`src/rtl/game2048_pkg.sv`:
```
// Purpose: shared state enum, tile constants, LFSR taps and board type for the 2048 datapath blocks.
// Latency: none, declarations only.
// Backpressure: not applicable.
package game2048_pkg;

  typedef enum logic [2:0] {IDLE, COUNT, SELECT, PLACE, DONE} spawn_state_t;

  localparam int unsigned BOARD_N   = 4;
  localparam int unsigned TILE_W    = 12;
  localparam int unsigned TILE_TWO  = 2;
  localparam int unsigned TILE_FOUR = 4;

  // Fibonacci taps 16,14,13,11 expressed as bit positions 15,13,12,10.
  localparam logic [15:0] LFSR_TAPS = 16'hB400;

  // Default-geometry board; blocks built with other N/W derive the same shape locally.
  typedef logic [BOARD_N-1:0][BOARD_N-1:0][TILE_W-1:0] board_t;

  function automatic logic [15:0] lfsr_next(input logic [15:0] s);
    return {s[14:0], ^(s & LFSR_TAPS)};
  endfunction

endpackage

```
`src/rtl/tile_spawner_if.sv`:
```
// Purpose: request/response bundle between the move engine, the tile spawner and the board register.
// Latency: none, wiring only.
// Backpressure: none; the requester watches busy/done and the spawner ignores start while busy.
interface tile_spawner_if #(
  parameter int N = 4,
  parameter int W = 12
);
  logic                           start;
  logic [1:0]                     num_tiles;
  logic [N-1:0][N-1:0][W-1:0]     board_in;
  logic [N-1:0][N-1:0][W-1:0]     board_out;
  logic                           busy;
  logic                           done;
  logic [1:0]                     placed;
  logic                           full;

  modport master (
    output start, num_tiles, board_in,
    input  board_out, busy, done, placed, full
  );

  modport slave (
    input  start, num_tiles, board_in,
    output board_out, busy, done, placed, full
  );
endinterface

```
`src/rtl/lfsr16.sv`:
```
// Purpose: free-running 16-bit Fibonacci LFSR shared by the spawner, game-over and animation blocks.
// Latency: new value every cycle; reset loads seed (zero seed forced to 1 to avoid lock-up).
// Backpressure: none, never stalls.
module lfsr16
  import game2048_pkg::*;
(
  input  logic        clk,
  input  logic        rst,
  input  logic [15:0] seed,
  output logic [15:0] out
);

  logic [15:0] lfsr_q;

  // Advance every cycle; reset reloads the seed.
  always_ff @(posedge clk) begin
    if (rst) begin
      lfsr_q <= (seed == 16'h0000) ? 16'h0001 : seed;
    end else begin
      lfsr_q <= lfsr_next(lfsr_q);
    end
  end

  assign out = lfsr_q;

endmodule

```
`src/rtl/tile_spawner.sv`:
```
// Purpose: place 1 or 2 random 2/4 tiles into uniformly chosen empty cells of a captured board.
// Latency: per tile N*N count + 1 select + (k+1) place cycles, then DONE; full board reports after N*N.
// Backpressure: start ignored unless IDLE; a full board is reported via full with done, never stalls.
module tile_spawner
  import game2048_pkg::*;
#(
  parameter int unsigned N         = 4,
  parameter int unsigned W         = 12,
  parameter int unsigned FOUR_LOG2 = 3,
  parameter logic [15:0] SEED      = 16'hACE1
) (
  input logic           clk,
  input logic           rst,
  tile_spawner_if.slave sp
);

  localparam int unsigned   CELLS = N * N;
  localparam int unsigned   IW    = $clog2(CELLS + 1);
  localparam int unsigned   CW    = $clog2(CELLS);
  localparam logic [IW-1:0] LAST  = IW'(CELLS - 1);

  spawn_state_t            state_q, state_d;
  logic [CELLS-1:0][W-1:0] cells_q, cells_d;
  logic [IW-1:0]           idx_q, idx_d;
  logic [IW-1:0]           cnt_q, cnt_d;
  logic [IW-1:0]           hit_q, hit_d;
  logic [IW-1:0]           target_q, target_d;
  logic [W-1:0]            val_q, val_d;
  logic                    two_q, two_d;
  logic [1:0]              placed_q, placed_d;
  logic                    full_q, full_d;
  logic                    done_q, done_d;
  logic                    busy_q, busy_d;

  logic [15:0]             rnd;
  logic [CW-1:0]           sel;
  logic                    cell_empty;

  lfsr16 u_lfsr (
    .clk  (clk),
    .rst  (rst),
    .seed (SEED),
    .out  (rnd)
  );

  // Cell i = row*N + col is exactly the flat packed layout of the board.
  assign sel        = idx_q[CW-1:0];
  assign cell_empty = (cells_q[sel] == '0);

  // Next-state and datapath: one cell examined per cycle in COUNT and PLACE.
  always_comb begin
    state_d  = state_q;
    cells_d  = cells_q;
    idx_d    = idx_q;
    cnt_d    = cnt_q;
    hit_d    = hit_q;
    target_d = target_q;
    val_d    = val_q;
    two_d    = two_q;
    placed_d = placed_q;
    full_d   = full_q;
    // done trails the DONE state by one cycle; busy covers that done cycle too.
    done_d   = (state_q == DONE);
    busy_d   = (state_q != IDLE);

    unique case (state_q)
      IDLE: begin
        if (sp.start) begin
          cells_d  = sp.board_in;
          two_d    = (sp.num_tiles >= 2'd2);
          placed_d = '0;
          full_d   = 1'b0;
          idx_d    = '0;
          cnt_d    = '0;
          state_d  = COUNT;
        end
      end
      COUNT: begin
        cnt_d = cnt_q + IW'(cell_empty);
        idx_d = idx_q + IW'(1);
        if (idx_q == LAST) begin
          idx_d = '0;
          if (cnt_d == '0) begin
            full_d  = 1'b1;
            state_d = DONE;
          end else begin
            state_d = SELECT;
          end
        end
      end
      SELECT: begin
        // Scale the LFSR into [0, cnt) without a divider: (rnd * cnt) >> 16.
        target_d = IW'(({{IW{1'b0}}, rnd} * {{16{1'b0}}, cnt_q}) >> 16);
        val_d    = (rnd[FOUR_LOG2-1:0] == '0) ? W'(TILE_FOUR) : W'(TILE_TWO);
        idx_d    = '0;
        hit_d    = '0;
        state_d  = PLACE;
      end
      PLACE: begin
        idx_d = idx_q + IW'(1);
        if (cell_empty) begin
          hit_d = hit_q + IW'(1);
          // target < cnt and the board is frozen since COUNT, so this always hits.
          if (hit_q == target_q) begin
            cells_d[sel] = val_q;
            placed_d     = placed_q + 2'd1;
            idx_d        = '0;
            cnt_d        = '0;
            state_d      = (two_q && (placed_q == 2'd0)) ? COUNT : DONE;
          end
        end
      end
      DONE: begin
        state_d = IDLE;
      end
      default: begin
        state_d = IDLE;
      end
    endcase
  end

  // State and datapath registers with synchronous reset.
  always_ff @(posedge clk) begin
    if (rst) begin
      state_q  <= IDLE;
      cells_q  <= '0;
      idx_q    <= '0;
      cnt_q    <= '0;
      hit_q    <= '0;
      target_q <= '0;
      val_q    <= '0;
      two_q    <= 1'b0;
      placed_q <= '0;
      full_q   <= 1'b0;
      done_q   <= 1'b0;
      busy_q   <= 1'b0;
    end else begin
      state_q  <= state_d;
      cells_q  <= cells_d;
      idx_q    <= idx_d;
      cnt_q    <= cnt_d;
      hit_q    <= hit_d;
      target_q <= target_d;
      val_q    <= val_d;
      two_q    <= two_d;
      placed_q <= placed_d;
      full_q   <= full_d;
      done_q   <= done_d;
      busy_q   <= busy_d;
    end
  end

  assign sp.board_out = cells_q;
  assign sp.busy      = busy_q;
  assign sp.done      = done_q;
  assign sp.placed    = placed_q;
  assign sp.full      = full_q;

endmodule

```
`src/flat_wrapper.sv`:
```
// flat-port wrapper written by rule: the top's interface ports become plain ports
module tile_spawner_flat import game2048_pkg::*;
#(
  parameter int unsigned N         = 4,
  parameter int unsigned W         = 12,
  parameter int unsigned FOUR_LOG2 = 3,
  parameter logic [15:0] SEED      = 16'hACE1
)
  (clk, rst, sp_start, sp_num_tiles, sp_board_in, sp_board_out, sp_busy, sp_done, sp_placed, sp_full);
  tile_spawner_if #(.N(N), .W(W)) sp_i ();
  input logic clk;
  input logic rst;
  input wire logic [$bits(sp_i.start)-1:0] sp_start;
  input wire logic [$bits(sp_i.num_tiles)-1:0] sp_num_tiles;
  input wire logic [$bits(sp_i.board_in)-1:0] sp_board_in;
  output wire logic [$bits(sp_i.board_out)-1:0] sp_board_out;
  output wire logic [$bits(sp_i.busy)-1:0] sp_busy;
  output wire logic [$bits(sp_i.done)-1:0] sp_done;
  output wire logic [$bits(sp_i.placed)-1:0] sp_placed;
  output wire logic [$bits(sp_i.full)-1:0] sp_full;
  assign sp_i.start = sp_start;
  assign sp_i.num_tiles = sp_num_tiles;
  assign sp_i.board_in = sp_board_in;
  assign sp_board_out = sp_i.board_out;
  assign sp_busy = sp_i.busy;
  assign sp_done = sp_i.done;
  assign sp_placed = sp_i.placed;
  assign sp_full = sp_i.full;
  tile_spawner #(.N(N), .W(W), .FOUR_LOG2(FOUR_LOG2), .SEED(SEED)) u_core (.clk(clk), .rst(rst), .sp(sp_i));
endmodule
```
`config.mk`:
```
export PLATFORM = sky130hd
export DESIGN_NAME = tile_spawner_flat
export DESIGN_NICKNAME = d
export VERILOG_FILES = /design/src/rtl/game2048_pkg.sv /design/src/rtl/tile_spawner_if.sv /design/src/rtl/lfsr16.sv /design/src/rtl/tile_spawner.sv /design/src/flat_wrapper.sv
export SDC_FILE = /design/constraint.sdc
export NUM_CORES = 1
export LEC_CHECK = 0
export ABC_AREA = 1
export BUFFER_PORTS_ARGS = -buffer_cell sky130_fd_sc_hd__buf_2
export CAP_MARGIN = 20
export CORE_ASPECT_RATIO = 1.4
export CORE_MARGIN = 2
export CORE_UTILIZATION = 54
export DETAILED_ROUTE_END_ITERATION = 10
export PLACE_DENSITY = 0.82
export SETUP_SLACK_MARGIN = 0.05
export SYNTH_ARGS = -nofsm -noshare
export SYNTH_HDL_FRONTEND = slang
export SYNTH_SLANG_ARGS = --single-unit
```
`constraint.sdc`:
```
create_clock -name clk -period 8.45 [get_ports clk]
set_input_delay 0.845 -clock clk [delete_from_list [all_inputs] [get_ports clk]]
set_output_delay 0.845 -clock clk [all_outputs]
set_load 0.01 [all_outputs]
```
-- Word-level counts from Yosys, hierarchy flattened
Cells that the tools add are included.
- word-level logic and storage cells: 103
- output and inout port bits: 197
- bits of input ports: 197
- bits in registers: 249
- mux-type cells: 35
- order comparisons: 3
- add/sub/neg operators: 4
- eq/ne operators: 11
- multiply operators: 1
- reduce and logical (&&, ||, !) cells: 21
- operator list (cell ; number):
    $mux W192 ; 3
    $pmux W192 S2 ; 1
    $bwmux W192 ; 1
    $bmux W12 S4 ; 1
    $demux W12 S4 ; 1
    $mux W5 ; 7
    $mux W12 ; 2
    $mul A16 B5 Y21 ; 1
    $mux W3 ; 7
    $pmux W5 S4 ; 1
    $reduce_and A4 Y1 ; 4
    $reduce_xor A16 Y1 ; 1
    $pmux W5 S3 ; 1
    $logic_not A12 Y1 ; 1
    $pmux W3 S4 ; 1
    $add A5 B1 Y5 const B ; 2
    $pmux W5 S2 ; 1
    $ne A2 B1 Y1 const B ; 4
    $eq A3 B2 Y1 const B ; 2
    $logic_not A3 Y1 ; 2
    $mux W2 ; 3
    $reduce_and A2 Y1 ; 3
    $reduce_bool A2 Y1 ; 3
    $reduce_bool A3 Y1 ; 2
    17 further kinds ; 20

-- Longest topological paths before layout
Gate-level depths: netlist of the first run.
- depth in word-level cells: 8
- gate-level depth with buffers: 22
- gate-level depth less buffers: 21

-- Modules after synthesis
Synthesis of the first run repeated with hierarchy kept, for this count alone.
- cell total of the unflattened synthesis: 2171
- area, all modules: 14286.2 um^2
- modules (own cells, without submodules) (module ; cells an instance ; area each (um^2) ; seq. area each (um^2) ; times used):
    tile_spawner ; 2074 ; 13628.1 ; 4464.3 ; 1
    lfsr16 ; 97 ; 658.1 ; 320.3 ; 1

-- Worst setup path after synthesis of the first run
No wires, ideal clock.
- kind: reg-to-reg
- start point: reg u_core.cnt_q[4]
- end point: reg u_core.target_q[4]
- data required time: 8.336 ns
- clock period less this slack: 3.906 ns
- slack: 4.544 ns
- buffers on the path: 2
- data arrival time: 3.793 ns
- setup time: 0.114 ns
- stages on the path, launching flop included: 22
- cell sequence: dfxtp_1 -> clkbuf_1 -> buf_1 -> nand2_1 -> inv_1 -> fa_1 -> fa_1 -> inv_1 -> fa_1 -> inv_1 -> ha_1 -> a21oi_1 -> nor2_1 -> a211oi_1 -> nand2_1 -> nand2_1 -> nand2_1 -> nand2_1 -> nand2_1 -> xor2_1 -> nand3_1 -> nand2_1
- cells in the longest elaborated chain, start to end: 1
- ends and longest elaborated chain (what ; RTL line ; RTL):
    from (decl) ; tile_spawner.sv:25 ; logic [IW-1:0] cnt_q, cnt_d;
    from (signal assigned) ; tile_spawner.sv:141 ; cnt_q <= cnt_d;
    $mul A16 B5 Y21 ; tile_spawner.sv:93 ; target_d = IW'(({{IW{1'b0}}, rnd} * {{16{1'b0}}, cnt_q}) >> 16);
    to (signal assigned) ; tile_spawner.sv:143 ; target_q <= target_d;
    to (decl) ; tile_spawner.sv:27 ; logic [IW-1:0] target_q, target_d;
No other way between the ends.
A chain may end at the register's enable or synchronous reset.

-- Final worst setup path of the first run
- start point: reg u_core.idx_q[0]
- end point: reg u_core.state_q[2]
- cells in the longest elaborated chain, start to end: 8
- elaborated cells on any way between the ends: 12
- those cells by class: 1 x add/sub; 3 x eq/ne; 5 x mux; 3 x reduce/logical
- ends and longest elaborated chain (what ; RTL line ; RTL):
    from (decl) ; tile_spawner.sv:24 ; logic [IW-1:0] idx_q, idx_d;
    from (signal assigned) ; tile_spawner.sv:140 ; idx_q <= idx_d;
    $bmux W12 S4 ; tile_spawner.sv:48 ; assign cell_empty = (cells_q[sel] == '0);
    $mux W12 (implied by the code) ; tile_spawner.sv:48 ;
    $logic_not A12 Y1 ; tile_spawner.sv:48 ;
    $add A5 B1 Y5 ; tile_spawner.sv:79 ; cnt_d = cnt_q + IW'(cell_empty);
    $logic_not A5 Y1 ; tile_spawner.sv:83 ; if (cnt_d == '0) begin
    $mux W3 ; tile_spawner.sv:83 ;
    $mux W3 ; tile_spawner.sv:81 ; if (idx_q == LAST) begin
    $pmux W3 S4 ; tile_spawner.sv:66 ; unique case (state_q)
    to (signal assigned) ; tile_spawner.sv:138 ; state_q <= state_d;
    to (decl) ; tile_spawner.sv:22 ; spawn_state_t state_q, state_d;
Parallel ways exist; a longest one is shown, timed or not. The select of a mux whose other input is x is not followed.

==> results of run 1 <==
-- cell type report --
type                    instances  area share (%)
multi-input cells            1477            45.2
flip-flops and latches        239            29.0
repair buffers                398            12.2
inverters                     260            5.92
clock buffers                  34            4.42
well taps                     319            2.42
clock inverters                 9           0.788
diodes                          7           0.106
-- stage by stage --
step,utilization [%],instances
6_report,65.3,2743
5_1_grt,65.3,2742
4_1_cts,65.2,2736
3_5_place_dp,61.8,2693
3_3_place_gp,61.8,2693
2_1_floorplan,-,2085
-- state kept, by name (all words and copies together) (netlist names) --
signal	flops
u_core.two_q	1
u_core.val_q	2
u_core.sp.board_out	192
u_core.state_q	3
u_core.hit_q	5
u_core.sp.busy	1
u_core.target_q	5
u_core.sp.full	1
u_core.idx_q	5
u_core.sp.placed	2
u_core.u_lfsr.out	16
u_core.cnt_q	5
u_core.sp.done	1
-- critical path, delay by kind of cell (launching register included) --
family,cells,cell delay [ns]
compound gates,2,0.21
fa+ha+maj,2,0.44
buf+inv,3,0.94
simple gates,12,1.99
flops,1,0.96
-- path summary, 6_finish.rpt --
path	start	to	slack, ns	cells past startpoint
setup / recovery	u_core.idx_q[0]	u_core.state_q[2]	3.74	19
hold / removal	u_core.target_q[4]	u_core.target_q[4]	0.48	2
setup reg to reg	u_core.idx_q[0]	u_core.state_q[2]	3.74	19
hold reg to reg	u_core.target_q[4]	u_core.target_q[4]	0.48	2
-- cell usage after synthesis, drive strengths merged --
cell type / number
nor2: 145
a21o: 1
xor2: 12
a21oi: 203
inv: 260
nand2: 832
nand3b: 1
o21a: 2
clkbuf: 62
nand3: 86
a211oi: 1
or2: 9
nor3: 11
nor4: 4
fa: 41
xnor2: 6
o21bai: 2
and3: 2
nand4: 21
o211ai: 1
dfxtp: 239
o2111ai: 1
a22oi: 1
ha: 37
o21ai: 58
buf: 47
-- cell families (layout without fill, tap and decap cells) --
group	Yosys count	in the layout	share of synthesized area, %
simple gates	1111	1111	33.5
buf+inv	369	701	11.5
compound gates	270	270	9.94
flops	239	239	34.6
fa+ha+maj	78	78	9.28
xor+xnor	18	18	1.14
other cells	0	7	0
-- power by group --
group	total [uW]	switching [uW]	internal, uW
clock network	1170	472	693
registers	1650	262	1390
logic	2030	1350	686
total	4850	2080	2760
-- layer usage --
layer  GRT usage [%]  wire length, um  vias up
li1                -                -     7055
met1            38.5            17100     6749
met2            57.8            22700      578
met3            4.28             2860      134
met4            14.3             2170        2
met5               0                8        -
==> reports/metrics.yaml, run 1 <==
place:
  io_buffers: 392
  gp_congestion: 0.913
  place_ws_ns: 3.84
  hpwlAfterDp_um: 32200
  dpl_cell_area_um2: 15600
power:
  power.density_nw_per_um2: 294
  ir_drop_mv: 0.225
  finalPower_uw: 4850
  power.leakage_uw: 0.00880
sta:
  finalHoldViolCount: 0
  finalCriticalPeriod_ns: 4.71
  rsz0062_at_grt: "no"
  fin_tns_setup_ns: 0
  skew_ns: 0.0117
  period_share_pct: 55.7
  relSlewSlack_pct: 31.5
  drv_slew: 0
  fmax_mhz: 212
  finalSetupViolations: 0
  worst_slew_pin_slew_ns: 1.02
  hold_ws_ns: 0.478
  setup_ws_ns: 3.74
clocking:
  cts_hold_buffers: 0
  clk_latency_ns: 0.53
  cts_sinks: 239
  cts.root.buffer_cell: "clkbuf_16"
  cts_setup_buffers: 0
  cts-buffers-inserted: 24
  cts.clk_slew.worst_paths_ns: 0.07
  cts_max_level: 1
  cts_tree: "yes"
  clk_path_buf_depth: 3
  post_cts_resized: 0
yosys:
  ys_seq_elements: 239
  yosysSeqAreaShare_pct: 34.6
  syn_nets: 2360
  yosysWarnings: 0
  synthTopCellsByArea: "dfxtp_1, nand2_1, a21oi_1, inv_1, fa_1"
  synth_cell_types: 36
  avgSynthCellArea_um2: 6.64
  synth_top_area_share_pct: 34.6
  postSynthCellCount: 2085
  synth_area_um2: 13800
  yosysTopAreaCell: "dfxtp_1"
floorplan:
  die_area_um2: 26900
  rows: 69
  num_io_pins: 394
  coreArea_um2: 25300
  fp.dieH_um: 193
  die-width_um: 139
  start_util_pct: 54.7
worst_setup_path:
  path_max_fanout: 77
  crit_top_cell: "nand2_1"
  cp_slowest_cell: "dfxtp_4"
  worstSetupStartpointType: "register"
  max_stage_delay_ns: 0.96
  cp-end-kind: "register"
  cp.arrival_ns: 5.14
  worstSetupPathType: "register to register"
  cp_data_required_time_ns: 8.88
  cp_cell_sequence: "inv_2, buf_4, nand2_1, nand2_1, nand2_1, o21ai_1, nand2_1, nand2_1, nor2_1, nand2_1, nor2_1, nand3_1, inv_1, ha_1, ha_1, or2_2, nor4_1, a22oi_1, nor4_1"
drt:
  ant_nets: 0
  wire_per_inst_um: 16.3
  drt_iter0_markers: 932
  via_per_inst: 5.29
  drt_wl_total_um: 44800
  drc: 0
  vias: 14500
  first_pass_iters: 5
global_routing:
  grt_pass1_vias: 14000
  grt_use_total_pct: 32.3
  grt_max_degree: 91
  grt_pass1_wl_um: 71500
  antenna_found_initial: 8
  overflow: 0
finish:
  postLayoutCellArea_um2: 16500
  area_delta_synth_final_pct: 19.4
  nets: 2675
  multiInputGateArea_um2: 7460
  layout-drive-gt1-share_pct: 19.7
  layout_commonest_cell: "nand2_1"
  mostFrequentLayoutCells: "nand2_1, buf_2, inv_1, dfxtp_1, a21oi_1"
  seqCellArea_um2: 4790
  num-fill-cells: 2271
min_path:
  hp-class: "register to register"
job:
  drv_cap: 0
status:
  status: "complete, no violations"
Note: power is estimated with default switching activity, not from simulation.
==> inputs of run 2 (changes only) <==
Settings changed: CORE_UTILIZATION 54 to 53, PLACE_DENSITY 0.82 to 0.81.
Clock period 8.45 ns to 4.8 ns, I/O delays scaled along.
==> run 2 against run 1 <==
Effect of this change: critical endpoint unchanged; core utilization is 1.6 points lower; maximum frequency is 15% higher; flip-flop and latch count stayed put; register-to-register slack worse by 3.1 ns; via count is 0.12% lower; global-route usage is 0.88 points lower; first-iteration DRC count is 5.3% lower; non-clock buffer count is 6 higher; critical path type unchanged; sequential power is 69% higher; largest power group unchanged; critical path depth is 2 lower; sequential share of layout area hardly changed; largest cell class unchanged; cell count is 0.11% higher.
==> reports/metrics.yaml, run 2 (synthesized netlist as in run 1, its figures left out) <==
status:
  status: "complete, no violations"
drt:
  drt_wl_total_um: 44200  # -1.3%
  wl_met1_um: 17200  # +1.0%
  ant_nets: 0  # unchanged
  wire_per_inst_um: 16.1  # -1.4%
  vias: 14500  # -0.12%
  first_pass_iters: 6  # +1
  drc: 0  # unchanged
  met2_length_um: 22200  # -2.2%
  highest_layer: "met5"
  drt_iter0_markers: 883  # -5.3%
  met3_length_um: 2910  # +1.9%
  via_per_inst: 5.28  # -0.23%
clocking:
  cts_tree: "yes"
  clk_latency_ns: 0.52  # about the same
  cts_hold_buffers: 0  # unchanged
  cts_max_level: 1  # unchanged
  cts.root.buffer_cell: "clkbuf_16"
  post_cts_resized: 0  # unchanged
  clk_path_buf_depth: 3  # unchanged
  cts_sinks: 239  # unchanged
  cts_setup_buffers: 0  # unchanged
  cts.clk_slew.worst_paths_ns: 0.07  # about the same
  cts-buffers-inserted: 24  # unchanged
min_path:
  hp-start: "sp_board_in[90]"
  whs_path_depth: 3  # +1
  hold_end: "u_core.sp.board_out[90]"
  hp-class: "primary input to register"
worst_setup_path:
  cp-end-kind: "register"
  worstSetupPathType: "register to register"
  cp_slowest_cell: "buf_4"
  cp.arrival_ns: 4.53  # -0.61 ns
  worstSetupStartpointType: "register"
  crit_top_cell: "nand2_1"
  r2r_slack_ns: 0.69  # -3.05 ns
  r2r-end: "u_core.state_q[2]"
  cp_data_required_time_ns: 5.22  # -3.66 ns
  cp_cell_sequence: "buf_4, nand2_1, nand3_1, nand2_1, nand2_1, nand2_1, nor2_1, nand2_1, nor2_1, nand3_1, inv_1, ha_1, ha_1, or2_2, nor4_1, a22oi_1, nor4_1"
  max_stage_delay_ns: 0.67  # -0.29 ns
  reg2reg_depth: 17  # -2
  path_max_fanout: 76  # -1.3%
  rr_startpoint: "u_core.idx_q[0]"
global_routing:
  grt_pass1_vias: 13800  # -1.5%
  antenna_found_initial: 4  # -4
  overflow: 0  # unchanged
  grt_use_total_pct: 31.4  # -0.88 points
  grt_max_degree: 107  # +18%
  grt_pass1_wl_um: 70400  # -1.5%
sta:
  period_share_pct: 85.6  # +30 points
  rsz0062_at_grt: "no"
  setup_ws_ns: 0.690  # -3.05 ns
  hold_ws_ns: 0.208  # -0.271 ns
  finalCriticalPeriod_ns: 4.11  # -0.598 ns
  worst_slew_pin_slew_ns: 1.02  # -0.00398 ns
  skew_ns: 0.00890  # -0.00275 ns
  fin_tns_setup_ns: 0  # unchanged
  finalSetupViolations: 0  # unchanged
  drv_slew: 0  # unchanged
  fmax_mhz: 243  # +15%
  relSlewSlack_pct: 32.0  # +0.52 points
  finalHoldViolCount: 0  # unchanged
finish:
  area_delta_synth_final_pct: 19.4  # about the same
  layout-drive-gt1-share_pct: 19.8  # +0.025 points
  layout_commonest_cell: "nand2_1"
  final_util_pct: 63.7  # -1.6 points
  largest_register_ffs: 192  # unchanged
  mostFrequentLayoutCells: "nand2_1, buf_2, inv_1, dfxtp_1, a21oi_1"
  nets: 2681  # +0.22%
floorplan:
  coreArea_um2: 25900  # +2.5%
  die-width_um: 141  # +0.91%
  start_util_pct: 53.4  # -1.3 points
  die_area_um2: 27400  # +1.8%
  fp.dieH_um: 195  # +0.92%
  num_io_pins: 394  # unchanged
  rows: 70  # +1.4%
power:
  power.leakage_uw: 0.00880  # about the same
  ir_drop_mv: 0.377  # +67%
  power.density_nw_per_um2: 512  # +74%
place:
  hpwlAfterDp_um: 31900  # -0.89%
  gp_congestion: 0.902  # -1.2%
  place_ws_ns: 0.757  # -3.08 ns
  io_buffers: 392  # unchanged
job:
  drv_cap: 0  # unchanged
-- run 2: changes by cell type in the layout (fill, tap and decap cells not counted), sizes merged --
cell | previous run | this run
buf | 398 | 404
diode | 7 | 3
clkinvlp | 1 | 3
clkbuf | 34 | 31
clkinv | 4 | 1
-- run 2: report_power, final --
group / internal (uW) / leakage [uW] / switching, uW
Clock: 1150 / 0.000384 / 807
Combinational: 1230 / 0.00645 / 2480
Sequential: 2440 / 0.00196 / 353
-- run 2: worst max-delay path by stage --
stage,from,endpoint,slack (ns),cells after the start
after detailed placement,u_core.cnt_q[2],u_core.target_q[4],0.76,20
after global routing,u_core.cnt_q[3],u_core.target_q[4],0.42,20
after floorplan,u_core.cnt_q[4],u_core.target_q[4],0.89,21
after global placement,u_core.cnt_q[2],u_core.target_q[4],0.84,20
after CTS,u_core.cnt_q[2],u_core.target_q[4],0.74,20
final,u_core.idx_q[0],u_core.state_q[2],0.69,17
-- run 2: layout make-up --
class / instances / area [um2]
Antenna cell: 3 / 7.51
Clock buffer: 31 / 678
Clock inverter: 8 / 126
Fill cell: 2366 / 9400
Inverter: 260 / 978
Multi-Input combinational cell: 1477 / 7460
Sequential cell: 239 / 4790
Tap cell: 324 / 405
Timing Repair Buffer: 404 / 2080
-- run 2: per-stage QoR --
| step | cells | total power (uW) | instance area, um2 |
|---|---|---|---|
| floorplan | 2085 | 5420 | 13800 |
| global placement | 2704 | 6420 | 15700 |
| detailed placement | 2704 | 6500 | 15700 |
| CTS | 2743 | 8470 | 16500 |
| global route | 2745 | 9050 | 16500 |
| finish | 2746 | 8460 | 16500 |
-- run 2: per-layer routing --
layer	vias to the layer above	track usage, %
met4	4	13.0
li1	7044	-
met3	115	5.27
met5	-	0
met1	6789	38.3
met2	548	55.0
-- run 2: critical path: cells and delay by family, from the launching register on --
family	cells	cell delay (ns)
buffers and inverters	2	0.84
AND/OR/NAND/NOR	12	2.22
AO/OA/AOI/OAI	1	0.15
flip-flops	1	0.33
adder cells (fa/ha/maj)	2	0.44
==> inputs of run 3 (changes only) <==
Settings changed: CORE_UTILIZATION 53 to 54, PLACE_DENSITY 0.81 to 0.82, SYNTH_HIERARCHICAL from default to 1.
==> run 3 against run 2 <==
Effect of this change: cell count up 3.5%; total power up 5.8%; hold slack better by 0.0083 ns; sequential power up 5%; flip-flop and latch count unchanged; synthesized cell count up 4.1%; critical path type unchanged.
==> reports/metrics.yaml, run 3 <==
status:
  status: "complete, no violations"
sta:
  worst_slew_pin_slew_ns: 1.07  # +0.0457 ns
  finalSetupViolations: 0  # unchanged
  fmax_mhz: 247  # +1.5%
  skew_ns: 0.0233  # +0.0144 ns
  rsz0062_at_grt: "no"
  period_share_pct: 84.4  # -1.2 points
  drv_slew: 0  # unchanged
  fin_tns_setup_ns: 0  # unchanged
  finalCriticalPeriod_ns: 4.05  # -0.0595 ns
  relSlewSlack_pct: 28.7  # -3.3 points
  finalHoldViolCount: 0  # unchanged
worst_setup_path:
  cp_cell_sequence: "nand2_1, inv_1, fa_1, fa_1, inv_1, fa_1, inv_1, ha_1, nand2_1, nor3_1, nand2_1, nand2_1, nand3_1, nand2_1, nand4_1, nand2_1, nand2_1, nand3_1, nand2_1"
  worstSetupPathType: "register to register"
  r2r-end: "u_core/target_q[4]"
  worstSetupStartpointType: "register"
  cp_data_required_time_ns: 5.23  # about the same
  rr_startpoint: "u_core/cnt_q[2]"
  crit_top_cell: "nand2_1"
  cp.arrival_ns: 4.48  # -0.05 ns
  max_stage_delay_ns: 0.92  # +0.25 ns
  reg2reg_depth: 19  # +2
  cp-end-kind: "register"
  path_max_fanout: 20  # -74%
  r2r_slack_ns: 0.75  # +0.06 ns
  cp_slowest_cell: "dfxtp_1"
drt:
  drt_iter0_markers: 1403  # +59%
  drt_wl_total_um: 52000  # +17%
  drc: 0  # unchanged
  ant_nets: 0  # unchanged
  via_per_inst: 5.50  # +4.2%
  first_pass_iters: 8  # +2
  wire_per_inst_um: 18.3  # +14%
  vias: 15600  # +7.8%
finish:
  layout_commonest_cell: "nand2_1"
  layout-drive-gt1-share_pct: 18.7  # -1.0 points
  fin_cells: 2841  # +3.5%
  nets: 2777  # +3.6%
  area_delta_synth_final_pct: 19.2
  final_util_pct: 65.3  # +1.5 points
  mostFrequentLayoutCells: "nand2_1, buf_2, inv_1, nand3_1, dfxtp_1"
  largest_register_ffs: 192  # unchanged
yosys:
  synth_area_um2: 14300  # +3.2%
  synthMostInstantiatedCell: "nand2_1"
  ys_seq_elements: 239  # unchanged
  synth_edf_count: 0  # unchanged
  synth_top_area_share_pct: 33.5  # -1.1 points
  avgSynthCellArea_um2: 6.58  # -0.84%
  synth_cell_types: 38  # +5.6%
  postSynth.asyncResetShare_pct: 0  # unchanged
  yosysWarnings: 6  # +6
  yosysTopAreaCell: "dfxtp_1"
  synth-main-ff-cell: "dfxtp_1"
  yosysSeqAreaShare_pct: 33.5  # -1.1 points
  synth_top_cells_by_count: "nand2_1, inv_1, nand3_1"
  postSynthCellCount: 2171  # +4.1%
  synthTopCellsByArea: "dfxtp_1, nand2_1, nand3_1, inv_1, a21oi_1"
floorplan:
  rows: 70  # unchanged
  die_area_um2: 27800  # +1.3%
  fp.dieH_um: 196  # +0.65%
  num_io_pins: 394  # unchanged
  die-width_um: 141  # +0.64%
  coreArea_um2: 26100  # +0.68%
  start_util_pct: 54.7  # +1.4 points
clocking:
  cts.root.buffer_cell: "clkbuf_16"
  cts.clk_slew.worst_paths_ns: 0.06  # about the same
  post_cts_resized: 0  # unchanged
  cts_sinks: 239  # unchanged
  clk_latency_ns: 0.53  # about the same
  cts-buffers-inserted: 25  # +4.2%
  cts_tree: "yes"
  cts_setup_buffers: 0  # unchanged
  cts_hold_buffers: 0  # unchanged
  cts_max_level: 1  # unchanged
  clk_path_buf_depth: 3  # unchanged
power:
  switchingPower_uw: 4140  # +14%
  internal-power_uw: 4810  # -0.19%
  switching_share_pct: 46.2  # +3.2 points
  seqPwrFrac_pct: 32.9  # about the same
  pwr-share-clk_pct: 20.3  # -2.9 points
  ir_drop_mv: 0.292  # -23%
  power.leakage_uw: 0.00908  # +3.2%
  power.density_nw_per_um2: 525  # +2.6%
  comb_power_share_pct: 46.9  # +3.1 points
global_routing:
  overflow: 0  # unchanged
  grt_pass1_vias: 14400  # +4.6%
  grt_use_total_pct: 36.0  # +4.5 points
  grt_max_degree: 109  # +1.9%
  grt_pass1_wl_um: 78500  # +11%
  antenna_found_initial: 4  # unchanged
place:
  io_buffers: 392  # unchanged
  gp_congestion: 0.963  # +6.8%
  hpwlAfterDp_um: 37700  # +18%
  dp_cells: 2798  # +3.5%
min_path:
  whs_path_depth: 3  # unchanged
  hp-class: "primary input to register"
  hold_end: "u_core/sp.board_out[141]"
  hp-start: "sp_board_in[141]"
job:
  drv_cap: 0  # unchanged
-- run 3: cell types whose count changed in the layout (fill, tap and decap cells not counted), moves of 14 or more --
cell,change
nand3_1,+167
nand2_1,-159
inv_1,+37
nand4_1,+34
a22oi_1,+32
conb_1,+32
o21ai_0,-18
nand4_4,-16
nand3_2,+14
-- run 3: cell type report --
cell class,count,area [um2]
flip-flops and latches,239,4790
well taps,324,405
diodes,2,5.00
repair buffers,407,2140
inverters,300,1140
clock inverters,6,36.3
fillers,2405,9070
multi-input cells,1529,7820
clock buffers,34,699
-- run 3: through the flow --
step	instance area (um2)	power (uW)	hold slack, ns	setup WS [ns]
after global routing	17000	9480	0.226	0.413
after global placement	16300	6940	0.452	0.814
after floorplan	14400	5620	0.441	1.07
after CTS	17000	8840	0.211	0.780
after detailed placement	16300	7030	0.463	0.780
final	17000	8950	0.216	0.749
-- run 3: cells by family after synthesis --
logic type / share of synthesized area (%)
buffers and inverters: 12.6
other: 0.0526
AND/OR/NAND/NOR: 33.4
AO/OA/AOI/OAI: 10.5
flip-flops: 33.5
XOR/XNOR: 0.858
adder cells (fa/ha/maj): 8.99
-- run 3: worst max path at each step --
stage / cells after the start / from / to / slack, ns
CTS: 15 / u_core/cnt_q[2] / u_core/target_q[3] / 0.78
global route: 15 / u_core/cnt_q[2] / u_core/target_q[3] / 0.41
floorplan: 17 / u_core/cnt_q[3] / u_core/target_q[3] / 1.07
global placement: 17 / u_core/cnt_q[2] / u_core/target_q[2] / 0.81
finish: 19 / u_core/cnt_q[2] / u_core/target_q[4] / 0.75
detailed placement: 15 / u_core/cnt_q[2] / u_core/target_q[3] / 0.78
-- run 3: power groups by stage --
stage                     combinational [uW]  clock [uW]  sequential (uW)
after floorplan                         2560           0             3060
after global placement                  4000           0             2940
after detailed placement                4070           0             2960
after CTS                               4100        1820             2920
after global routing                    4590        1900             2990
final                                   4190        1810             2940
-- run 3: per-layer routing --
layer  vias to the layer above  track usage (%)  wire [um]
li1                       7476                -          -
met1                      7154             39.0      18100
met2                       779             60.1      24500
met3                       224             10.5       5070
met4                         4             25.1       4260
met5                         -                0         25
-- run 3: worst max-delay path, delay by kind of cell (launching register included) --
kind,cells,cell delay [ns]
adder cells (fa/ha/maj),4,1.80
AND/OR/NAND/NOR,12,1.03
buffers and inverters,3,0.20
flip-flops,1,0.92
